==> config.mk <==
export PLATFORM = sky130hd
export DESIGN_NAME = sub_seq_cla
export DESIGN_NICKNAME = d
export VERILOG_FILES = /design/src/rtl/sub_seq_cla.sv
export SDC_FILE = /design/constraint.sdc
export NUM_CORES = 1
export LEC_CHECK = 0
export ABC_CLOCK_PERIOD_IN_PS = 2500
export CAP_MARGIN = 20
export CORE_MARGIN = 2
export CORE_UTILIZATION = 48
export CTS_BUF_LIST = sky130_fd_sc_hd__clkbuf_4
export CTS_CLUSTER_DIAMETER = 60
export DETAILED_ROUTE_END_ITERATION = 6
export PLACE_DENSITY = 0.87
export SYNTH_ARGS = -nofsm -noshare
export SYNTH_HDL_FRONTEND = slang
export SYNTH_SLANG_ARGS = --single-unit
==> constraint.sdc <==
create_clock -name clk -period 2.5 [get_ports clk]
set_input_delay 0.75 -clock clk [delete_from_list [all_inputs] [get_ports clk]]
set_output_delay 0.75 -clock clk [all_outputs]
set_load 0.01 [all_outputs]
==> src/rtl/sub_seq_cla.sv <==
// Sequential subtractor: one 4-bit carry-lookahead nibble per cycle.
// Optional signed-overflow port `ovf` is enabled by SUB_SEQ_OVF_EN.
module sub_seq_cla #(
    parameter int WIDTH = 16
) (
    input  logic             clk,
    input  logic             rst_n,
    input  logic             in_valid,
    output logic             in_ready,
    input  logic [WIDTH-1:0] a,
    input  logic [WIDTH-1:0] b,
    input  logic             b_in,
    output logic             out_valid,
    input  logic             out_ready,
    output logic [WIDTH-1:0] diff,
    output logic             b_out,
    output logic             zero
`ifdef SUB_SEQ_OVF_EN
    ,
    output logic             ovf
`endif
);

    localparam int NIB = WIDTH / 4;
    localparam int CW  = (NIB > 1) ? $clog2(NIB) : 1;
    localparam logic [CW-1:0] LAST = CW'(NIB - 1);

    typedef enum logic [1:0] {
        IDLE,
        BUSY,
        DONE
    } state_t;

    state_t           state;
    logic             rdy_q;
    logic [WIDTH-1:0] a_q;
    logic [WIDTH-1:0] b_q;
    logic [CW-1:0]    cnt;
    logic             carry;

    logic [3:0]       an;
    logic [3:0]       bn;
    logic [3:0]       g;
    logic [3:0]       p;
    logic [4:0]       c;
    logic [3:0]       sum;
    logic [WIDTH-1:0] diff_nx;

`ifdef SUB_SEQ_OVF_EN
    logic ovf_q;
    assign ovf = ovf_q;
`endif

    // Held low in reset so nothing upstream sees a ready that won't be honoured.
    assign in_ready = rdy_q & rst_n;

    always_comb begin
        an = a_q[cnt*4 +: 4];
        bn = ~b_q[cnt*4 +: 4];
        g  = an & bn;
        p  = an ^ bn;
        c[0] = carry;
        c[1] = g[0] | (p[0] & carry);
        c[2] = g[1] | (p[1] & g[0])
             | (p[1] & p[0] & carry);
        c[3] = g[2] | (p[2] & g[1])
             | (p[2] & p[1] & g[0])
             | (p[2] & p[1] & p[0] & carry);
        c[4] = g[3] | (p[3] & g[2])
             | (p[3] & p[2] & g[1])
             | (p[3] & p[2] & p[1] & g[0])
             | (&p & carry);
        sum = p ^ c[3:0];
        diff_nx = diff;
        diff_nx[cnt*4 +: 4] = sum;
    end

    always_ff @(posedge clk) begin
        if (!rst_n) begin
            state     <= IDLE;
            rdy_q     <= 1'b1;
            out_valid <= 1'b0;
            a_q       <= '0;
            b_q       <= '0;
            cnt       <= '0;
            carry     <= 1'b0;
            diff      <= '0;
            b_out     <= 1'b0;
            zero      <= 1'b0;
`ifdef SUB_SEQ_OVF_EN
            ovf_q     <= 1'b0;
`endif
        end else begin
            unique case (state)
                IDLE: begin
                    if (in_valid) begin
                        a_q   <= a;
                        b_q   <= b;
                        cnt   <= '0;
                        carry <= ~b_in;
                        rdy_q <= 1'b0;
                        state <= BUSY;
                    end
                end
                BUSY: begin
                    diff  <= diff_nx;
                    carry <= c[4];
                    cnt   <= cnt + CW'(1);
                    if (cnt == LAST) begin
                        state     <= DONE;
                        out_valid <= 1'b1;
                        b_out     <= ~c[4];
                        zero      <= (diff_nx == '0);
`ifdef SUB_SEQ_OVF_EN
                        ovf_q <= (a_q[WIDTH-1] != b_q[WIDTH-1])
                              && (diff_nx[WIDTH-1] != a_q[WIDTH-1]);
`endif
                    end
                end
                DONE: begin
                    if (out_ready) begin
                        out_valid <= 1'b0;
                        rdy_q     <= 1'b1;
                        state     <= IDLE;
                    end
                end
                default: state <= IDLE;
            endcase
        end
    end

endmodule

# After elaboration in Yosys (flattened, before gate mapping)
# Cells that the tools add are included.
# word_totals
register_bits,57
output_inout_bits,20
inputBits,37
word_cells,81
# op_classes
n_reduce_logical,12
n_addsub,2
n_bitwise,32
shifts,4
n_mux,15
eq_ne,6
# op_table
operator,n
$neg A4 Y34,1
$shift A4 B34 Y16 const A,1
$shiftx A4 B34 Y16,1
$shiftx A16 B5 Y4,2
$and A1 B1 Y1,16
$bwmux W16,1
$logic_not A16 Y1,1
$or A1 B1 Y1,10
$reduce_and A3 Y1,3
$mux W2,4
$xor A4 B4 Y4,2
$ne A2 B2 Y1 const B,3
$pmux W1 S2,3
$pmux W2 S3,1
$reduce_and A2 Y1,3
$reduce_bool A2 Y1,3
$mux W1,5
$and A4 B4 Y4,1
$eq A2 B2 Y1 const B,2
$not A4 Y4,1
$pmux W2 S2,1
$reduce_and A4 Y1,1
$add A2 B1 Y2 const B,1
$eq A2 B1 Y1 const B,1
other kinds (2),3

# Logic depth before layout (Yosys ltp)
# depth
ltp_word,11
depth_mapped,9
depth_no_buf,8

# Worst setup path after synthesis
# Ideal clock, no wire load.
# synth_path
path_kind,flip-flop to flip-flop
from,reg cnt[1]
to,reg zero
arrival_ns,2.538
path_slack_ns,-0.156
path_buffers,1
period_less_slack_ns,2.656
t_required_ns,2.383
setup_time_ns,0.117
stages_incl_launch_ff,10
path_cell_list,dfxtp_1 buf_2 mux4_2 inv_1 fa_1 or3b_1 o22ai_1 a211oi_1 o2111a_1 a32o_1
# synth_via
elab_chain_cells,11
word_cells_on_any_way,28
cone_classes,add/sub (1); eq/ne (1); shift (4); mux (1); bitwise (19); reduce/logical (2)
# synth_rtl
item,line,text
from (decl),38,logic [CW-1:0] cnt;
from (signal assigned),108,cnt <= cnt + CW'(1);
$shiftx A16 B5 Y4,59,bn = ~b_q[cnt*4 +: 4];
$not A4 Y4,59,
$xor A4 B4 Y4 or $and A4 B4 Y4 (tied branches),"61, 60",
$and A1 B1 Y1 (on tied branches),"66, 67, 68",
"$or A1 B1 Y1, or another cell as far along",66,c[3] = g[2] | (p[2] & g[1])
$or A1 B1 Y1 or $and A1 B1 Y1 (tied branches),"67, 68",
$or A1 B1 Y1,68,| (p[2] & p[1] & p[0] & carry);
$xor A4 B4 Y4,73,sum = p ^ c[3:0];
$shiftx A4 B34 Y16,75,diff_nx[cnt*4 +: 4] = sum;
$bwmux W16,75,
$logic_not A16 Y1,113,zero <= (diff_nx == '0);
to (signal assigned),113,
to (decl),17,output logic zero
# Several ways; a longest one is shown, not always the timed one.
# A chain may end at the register's enable or synchronous reset.

# Final worst setup path
# Ends and elaborated chain as after synthesis.

==> summary.txt <==
Placement
  – I/O Buffers: 56
  – Placed Area: 0.00349 sq mm
  – Final Wtd Congestion: 0.855
  – DP HPWL: 4.57 mm

Layout
  – Final Cell Area: 0.00371 sq mm
  – Final net count: 432
  – Fill count: 446
  – Multi-input gate area: 0.00156 sq mm
  – P&R area growth vs syn: 32.2%
  – Storage element area: 0.00115 sq mm
  – Ratio of cells with drive above 1 in the final layout: 0.129
  – ANT cells: 0

Synth
  – Dominant synthesized flop cell: dfxtp_1
  – Flops & latches, synth: 57
  – Post-Synthesis Cells: 319
  – Synth area leader: dfxtp_1
  – Post-synthesis average cell area: 8.79 sq um
  – Post-synth EDFFs: 0
  – Cell Area, Synth: 0.00281 sq mm
  – Sequential-to-total area share from yosys stat: 0.407
  – Post-synth cell types: 41
  – Synthesized Nets: 368
  – Synth area leaders: dfxtp_1 (41%), nand2_1 (11%), a21boi_0 (9.9%)
  – Ys async rst share: 0
  – Top cells by count, synth: nand2_1 (83), dfxtp_1 (57), a21boi_0 (37), nor2b_1 (17), inv_1 (15)
  – Share of the synthesized area in the top cell type: 0.407
  – Most numerous cell in the Yosys netlist: nand2_1
  – Yosys warns: 0

Floorplanning
  – Row count: 27
  – Initial Util: 0.503
  – Area of the core: 0.00557 sq mm
  – Num ports: 57
  – Die W: 80.4 um
  – Die height: 80.4 um
  – Die area: 0.00647 sq mm

STA
  – Post-route clock period utilization: 0.966
  – Worst-Margin Slew: 0.460 ns
  – Hold Fails Final Rpt: 0
  – Final setup violation count: 0
  – Max-Slew Margin vs Limit: 0.693
  – FMAX: 414 MHz
  – Min cycle time layout: 2.41 ns
  – Clock skew: 0.0126 ns
  – Fin. max-slew vios: 0

Critical path
  – Req. time, crit path: 2.82 ns
  – Critical Path AT: 2.73 ns
  – Setup crit start kind: flip-flop
  – Kind of end point of the critical path: flip-flop
  – CP max FO: 2
  – Critical path start-end classification: flip-flop to flip-flop

Route
  – Via density: 5.29
  – Drt initial violations: 145
  – Final WL: 6.32 mm
  – Drt first pass iters: 4
  – DR DRC count: 0
  – Post-DRT Antenna Nets: 0
  – Total number of vias: 2433
  – Wire per inst: 13.7 um

Clock tree
  – Root buffer cell: clkbuf_4
  – Num CTS Buffers: 9
  – Clk pin slew, worst setup/hold paths: 0.10 ns
  – Hold Buf Count CTS: 0
  – Htree depth: 3
  – Clk sinks: 57
  – CTS Buffer Depth: 2
  – Clock Latency Late Sink: 0.42 ns
  – CTS tree: built

Global route
  – Total track usage: 0.206
  – Largest net degree at the start of global routing: 59
  – Initial antenna violation count: 0
  – First-pass GRT wire length: 10.0 mm
  – GR Overflow Total: 0
  – Vias in the first global route: 2212

Power
  – Worst IR Drop VDD: 0.378 mV
  – Leakage: 1.38 nW
  – Pwr Density: 617 mW/mm^2
  – Total Power: 2.29 mW

Run status
  – Outcome: complete, no violations

Job
  – # Max-Cap Violations: 0

Hold path
  – Min-delay worst type: flip-flop to flip-flop
critical path, cell delays in order, from the launching register on:
cell      delay (ns)
dfxtp_2         0.35
mux4_2          0.53
inv_2           0.08
fa_1            0.42
or3b_4          0.42
nor2_4          0.12
a211oi_1        0.08
o2111a_1        0.13
a32o_1          0.19
layer usage:
| metal | part of all wire | global-route usage |
|---|---|---|
| met1 | 0.42 | 0.245 |
| met2 | 0.50 | 0.334 |
| met3 | 0.053 | 0.0697 |
| met4 | 0.020 | 0.0966 |
| met5 | 0 | 0 |
power breakdown:
part / internal, mW / switching [mW] / leakage, nW
Sequential: 0.954 / 0.0301 / 0.467
Clock: 0.512 / 0.349 / 0.0940
Combinational: 0.223 / 0.219 / 0.814
Total: 1.69 / 0.598 / 1.38
state kept, by name, summed over array words and instances (netlist names):
signal,count
b_q,16
carry,1
out_valid,1
rdy_q,1
zero,1
diff,16
cnt,2
b_out,1
a_q,16
state,2
per-stage QoR:
stage	setup TNS [ns]	setup WS [ns]	std cells	hold slack, ns	util
after floorplan	-0.0326	-0.0326	319	0.440	-
after global placement	-0.184	-0.150	443	0.449	0.626
after detailed placement	-0.195	-0.129	443	0.455	0.626
after CTS	0	0.00571	459	0.467	0.658
after global routing	-0.0873	-0.0451	460	0.494	0.665
final	0	0.0852	460	0.466	0.665
cell usage in the layout, fill, tap and decap left out, types with 2 or more instances in the layout:
master / Yosys / final
a21boi_0: 37 / 37
a21oi_1: 10 / 10
a22oi_1: 12 / 12
a31oi_1: 2 / 2
and2_1: 3 / 3
and3_1: 2 / 2
buf_4: 1 / 13
bufinv_16: 0 / 3
clkbuf_4: 0 / 10
clkdlybuf4s50_1: 0 / 55
dfxtp_1: 57 / 55
ha_1: 11 / 10
inv_1: 15 / 14
mux4_2: 8 / 8
nand2_1: 83 / 83
nand3_1: 3 / 3
nor2_1: 8 / 6
nor2b_1: 17 / 17
nor3_1: 2 / 2
nor4_1: 2 / 2
o211a_1: 2 / 2
o21ai_0: 6 / 6
o21bai_1: 2 / 2
o221ai_1: 2 / 2
final cells by class:
class | count | area share
clock buffers | 10 | 0.0202
clock inverters | 6 | 0.0287
inverters | 15 | 0.0152
multi-input cells | 230 | 0.420
flip-flops and latches | 57 | 0.309
well taps | 72 | 0.0243
repair buffers | 70 | 0.183
timing repair:
action                     in CTS  in global routing
pin swaps                       0                  3
setup buffers                   0                  1
hold endpoints to repair        0                  0
setup endpoints to repair       1                  2
resized for setup               1                  6
cell families (layout without fill, tap and decap cells):
logic type	after synthesis	after routing	share of synthesized area
AOI/OAI and AO/OA	81	81	0.208
DFF	57	57	0.407
adders and majority gates	12	12	0.0562
and+or+nand+nor	126	126	0.202
muxes	8	8	0.0642
xor gates and xnor gates	3	3	0.00937
buffers and inverters	32	101	0.0531
final timing paths:
kind / start / to / slack [ns] / cells after the start
setup reg to reg: cnt[1] / zero / 0.09 / 8
setup / recovery: cnt[1] / zero / 0.09 / 8
hold / removal: b_q[8] / b_q[8] / 0.47 / 2
hold reg to reg: b_q[8] / b_q[8] / 0.47 / 2
(Power assumes the default switching activity.)
